## config.mk

```make
export PLATFORM = sky130hd
export DESIGN_NAME = arf_mp
export DESIGN_NICKNAME = d
export VERILOG_FILES = /design/src/rtl/arf_mp.sv
export SDC_FILE = /design/constraint.sdc
export NUM_CORES = 2
export LEC_CHECK = 0
export ABC_CLOCK_PERIOD_IN_PS = 5070
export CAP_MARGIN = 20
export CORE_ASPECT_RATIO = 0.5
export CORE_MARGIN = 5
export CORE_UTILIZATION = 65
export DETAILED_ROUTE_END_ITERATION = 6
export MAX_ROUTING_LAYER = met4
export PLACE_DENSITY_LB_ADDON = 0.2
export REMOVE_ABC_BUFFERS = 1
export SYNTH_ARGS = -nofsm -noshare
export SYNTH_HDL_FRONTEND = slang
export SYNTH_SLANG_ARGS = --single-unit
```

## constraint.sdc

```tcl
create_clock -name clk -period 5.07 [get_ports clk]
set_input_delay 0.507 -clock clk [delete_from_list [all_inputs] [get_ports clk]]
set_output_delay 0.507 -clock clk [all_outputs]
set_load 0.05 [all_outputs]
```

## src/rtl/arf_mp.sv

```systemverilog
// arf_mp: multi-port register file with busy scoreboard and a DEPTH-cycle bulk-clear engine; reads are combinational.
// Writes/allocs land on the next edge. o_ready=0 while clearing; inputs are dropped then. Bypass: ARF_MP_BYPASS_EN.
module arf_mp #(
  parameter  int XLEN     = 32,
  parameter  int DEPTH    = 32,
  parameter  int NUM_RD   = 2,
  parameter  int NUM_WR   = 1,
  parameter  int ZERO_REG = 1,
  localparam int AW       = $clog2(DEPTH)
) (
  input  logic                   clk,
  input  logic                   rst,
  input  logic                   i_re,
  input  logic [NUM_RD*AW-1:0]   i_rs_addr,
  output logic [NUM_RD*XLEN-1:0] o_rs_data,
  output logic [NUM_RD-1:0]      o_rs_busy,
  input  logic [NUM_WR-1:0]      i_wr,
  input  logic [NUM_WR*AW-1:0]   i_rd_addr,
  input  logic [NUM_WR*XLEN-1:0] i_wr_data,
  input  logic                   i_alloc,
  input  logic [AW-1:0]          i_alloc_rd,
  input  logic                   i_clear,
  output logic                   o_ready
);

  typedef enum logic {ST_IDLE, ST_CLEAR} state_e;

  localparam logic [AW-1:0] LAST_IDX = AW'(DEPTH - 1);

  state_e            state_q, state_d;
  logic [AW-1:0]     idx_q, idx_d;
  logic [XLEN-1:0]   mem_q [DEPTH];
  logic [XLEN-1:0]   mem_d [DEPTH];
  logic [DEPTH-1:0]  busy_q, busy_d;

  function automatic logic is_zreg(input logic [AW-1:0] a);
    return (ZERO_REG != 0) && (a == '0);
  endfunction

  assign o_ready = (state_q == ST_IDLE);

  always_comb begin
    state_d = state_q;
    idx_d   = idx_q;
    mem_d   = mem_q;
    busy_d  = busy_q;
    case (state_q)
      ST_IDLE: begin
        // Ascending port order lets the highest-indexed writer win.
        for (int w = 0; w < NUM_WR; w++) begin
          if (i_wr[w] && !is_zreg(i_rd_addr[w*AW +: AW])) begin
            mem_d[i_rd_addr[w*AW +: AW]]  = i_wr_data[w*XLEN +: XLEN];
            busy_d[i_rd_addr[w*AW +: AW]] = 1'b0;
          end
        end
        if (i_alloc && !is_zreg(i_alloc_rd)) begin
          busy_d[i_alloc_rd] = 1'b1;
        end
        if (i_clear) begin
          state_d = ST_CLEAR;
          idx_d   = '0;
        end
      end
      ST_CLEAR: begin
        mem_d[idx_q]  = '0;
        busy_d[idx_q] = 1'b0;
        if (idx_q == LAST_IDX) begin
          idx_d   = '0;
          state_d = ST_IDLE;
        end else begin
          idx_d = idx_q + AW'(1);
        end
      end
      default: begin
        state_d = ST_IDLE;
        idx_d   = '0;
      end
    endcase
  end

  always_ff @(posedge clk) begin
    if (rst) begin
      state_q <= ST_IDLE;
      idx_q   <= '0;
      busy_q  <= '0;
      for (int i = 0; i < DEPTH; i++) begin
        mem_q[i] <= '0;
      end
    end else begin
      state_q <= state_d;
      idx_q   <= idx_d;
      busy_q  <= busy_d;
      for (int i = 0; i < DEPTH; i++) begin
        mem_q[i] <= mem_d[i];
      end
    end
  end

  always_comb begin
    logic [AW-1:0]   ra;
    logic [XLEN-1:0] rdat;
    logic            rbusy;
    o_rs_data = '0;
    o_rs_busy = '0;
    for (int k = 0; k < NUM_RD; k++) begin
      ra    = i_rs_addr[k*AW +: AW];
      rdat  = mem_q[ra];
      rbusy = busy_q[ra];
`ifdef ARF_MP_BYPASS_EN
      if ((state_q == ST_IDLE) && !is_zreg(ra)) begin
        for (int w = 0; w < NUM_WR; w++) begin
          if (i_wr[w] && (i_rd_addr[w*AW +: AW] == ra)) begin
            rdat  = i_wr_data[w*XLEN +: XLEN];
            rbusy = i_alloc && (i_alloc_rd == ra);
          end
        end
      end
`endif
      if (is_zreg(ra)) begin
        rdat  = '0;
        rbusy = 1'b0;
      end
      if (!i_re) begin
        rdat = '0;
      end
      if (state_q == ST_CLEAR) begin
        rdat  = '0;
        rbusy = 1'b0;
      end
      o_rs_data[k*XLEN +: XLEN] = rdat;
      o_rs_busy[k]              = rbusy;
    end
  end

endmodule

```

==> qor.txt <==
EDFF count, synth: 0
CP peak stage delay: 0.80 ns
CP startpoint kind: flip-flop
Post_cts resized: 0
CP top delay family: buffers and inverters
Routability cong.: 0.944
Slew at the pin closest to its max-slew limit: 1.39 ns
Post-synth top area share: 39.9%
Clock transition at path regs: 0.07 ns
Hold Path Stages: 2
Sequential area share after synthesis: 39.9%
Worst hold path type: in2reg
CP Max Fanout: 17
Drt total wl: 201000 um
Starting DRC count in detailed routing: 9469
Number of detailed-route iterations in the first pass: 7
Vias in the first global route: 47700
VDD IR max: 0.000241 V
Largest net degree at the start of global routing: 211
Remaining Overflow, GRT: 0
Warnings from Yosys: 0
Area leader, netlist: dfxtp_1
Clock Path Buffers: 3
Synth Area per Inst: 9.96 um^2
Site Rows: 74
Ranking of synthesized cells by area: dfxtp_1 (40%), mux4_2 (17%), a22oi_1 (14%)
Share of cells above drive strength 1: 16.3%
Post-Syn Instances: 5346
Die area: 88100 um^2
Core ar.: 81400 um^2
Die Ht: 212 um
Residual DRC: 0
Final setup TNS: 0 ns
Io pins: 125
Post-Syn Area: 53300 um^2
Crit. path cell count: 6
Antenna violations before repair: 5
Skew final: 0.0162 ns
CTS buffer count: 93
Critical Path AT: 4.08 ns
Slowest-stage cell, CP: clkdlybuf4s50_1
CTS Root Cell: clkbuf_16
Detail-routed via count per cell: 7.75
DR vias: 48800
WL per Instance: 31.9 um
Clock Sinks: 1062
Die width: 415 um
Max Clk Rate: 218 MHz
CP Capture Type: primary output
IO buf count: 124
Worst Path Buf+Inv: 2
Antenna Nets Post-Route: 0
Asr flop ratio synth: 0%
Final Critical Period: 4.59 ns
Slew headroom: 7.03%
Final net count: 5177
RSZ-0062 raised after global routing: no
Pwr Density: 298 nW/um^2
Total GRT Usage: 45.3%
CP Cell Sequence: nor3b_1 -> nand2_2 -> buf_4 -> o22ai_1 -> a211o_1 -> clkdlybuf4s50_1
Final Hold Fails: 0
R2r worst-path depth: 6
CTS tree: yes
Hold-fix buffers, CTS: 0
Post-synthesis register bit count: 1062
Initial core utilization: 65.4%
First-pass GRT wire length: 296000 um
Outcome: finished clean
Leak: 0.0208 uW
Placed cell area: 55400 um^2
Area Growth Syn to Fin: 11.4%
Max-cap violations: 0
Fin crit share: 90.5%
Final design area excluding fillers: 59300 um^2
Yosys cell types: 50
Predominant post-synthesis flop cell: dfxtp_1
Setup Buffers After CTS: 0
Hpwl dp: 116000 um
Req. time, crit path: 4.56 ns
Final Max Slew Viols: 0
CTS H-tree lvls: 3
Worst skew pair latency: 0.71 ns
CP Class: reg2out
Final setup viols: 0
metal layers:
layer  part of all wire, %  GRT usage [%]  wire length, um  vias to the layer above
met4                   6.5           25.6            13000                        0
met2                    41           62.4            82400                     4588
met3                    18           17.3            36800                     1038
met5                     0              -                0                        -
li1                      -              -                -                    19700
met1                    34           57.3            68400                    23500
path summary, 6_finish.rpt:
kind,start,endpoint,slack [ns]
worst min register to register,mem_q[767],mem_q[767],0.48
worst max-delay path,state_q,o_rs_data[46],0.48
worst min-delay path,rst,mem_q[970],0.32
worst max register to register,state_q,mem_q[778],1.48
report_power, final:
group	switching, uW	internal [uW]
clock	3380	4220
sequential	41.7	8390
combinational	1100	539
placed cells by master, fill, tap and decap left out, types with 110 or more instances in the layout:
master,instances
clkdlybuf4s50_1,117
a21oi_1,110
mux2i_1,378
dfxtp_1,1062
mux4_2,402
a22oi_1,986
nor2_1,995
buf_4,131
a211oi_1,124
nand2_1,121
state kept, by name, summed over array words and instances (netlist names):
name     cells
busy_q      32
idx_q        5
mem_q     1024
state_q      1
cell usage after synthesis (4+ instances only):
cell type  count
a211o_1       62
a211oi_1     124
a21oi_1      111
a22oi_1     1010
a32oi_1       11
and2_1        44
and3b_1        8
buf_1         21
buf_2        120
buf_4          6
clkbuf_1     492
dfxtp_1     1062
ha_1           5
inv_1          5
mux2_2         8
mux2i_1      378
mux4_2       402
nand2_1      129
nand2b_1       9
nand3_1      104
nor2_1      1018
nor2b_1       69
nor3_1        15
nor3_2         5
nor3b_1        9
o21ai_0        6
o22ai_1       62
or3b_1         4
stage by stage:
stage	utilization (%)	setup slack, ns	cells	total power [uW]	hold WS, ns
final	72.9	0.481	6295	17700	0.319
after global routing	72.9	0.570	6294	18000	0.354
after CTS	72.0	0.684	6261	17500	0.317
after detailed placement	68.1	0.857	6093	10100	0.462
after global placement	67.9	0.853	6087	10100	0.455
after floorplan	-	2.02	4704	9150	0.443
area by class of cell:
class / instances / area (um^2)
multi-input cells: 3637 / 29900
repair buffers: 315 / 3610
well taps: 1102 / 1380
flip-flops and latches: 1062 / 21300
diodes: 6 / 15.0
inverters: 5 / 18.8
clock inverters: 41 / 520
fillers: 5581 / 22100
clock buffers: 127 / 2650
kinds of logic (layout without fill, tap and decap cells):
logic type,Yosys count,after routing,share of synthesized area (%)
compound gates,1393,1393,19.1
fa+ha+maj,5,5,0.117
other cells,0,6,0
mux,788,788,24.3
flops,1062,1062,39.9
simple gates,1451,1451,11.6
buf+inv,647,488,4.93
No activity file was read; power rests on OpenSTA's default activity.
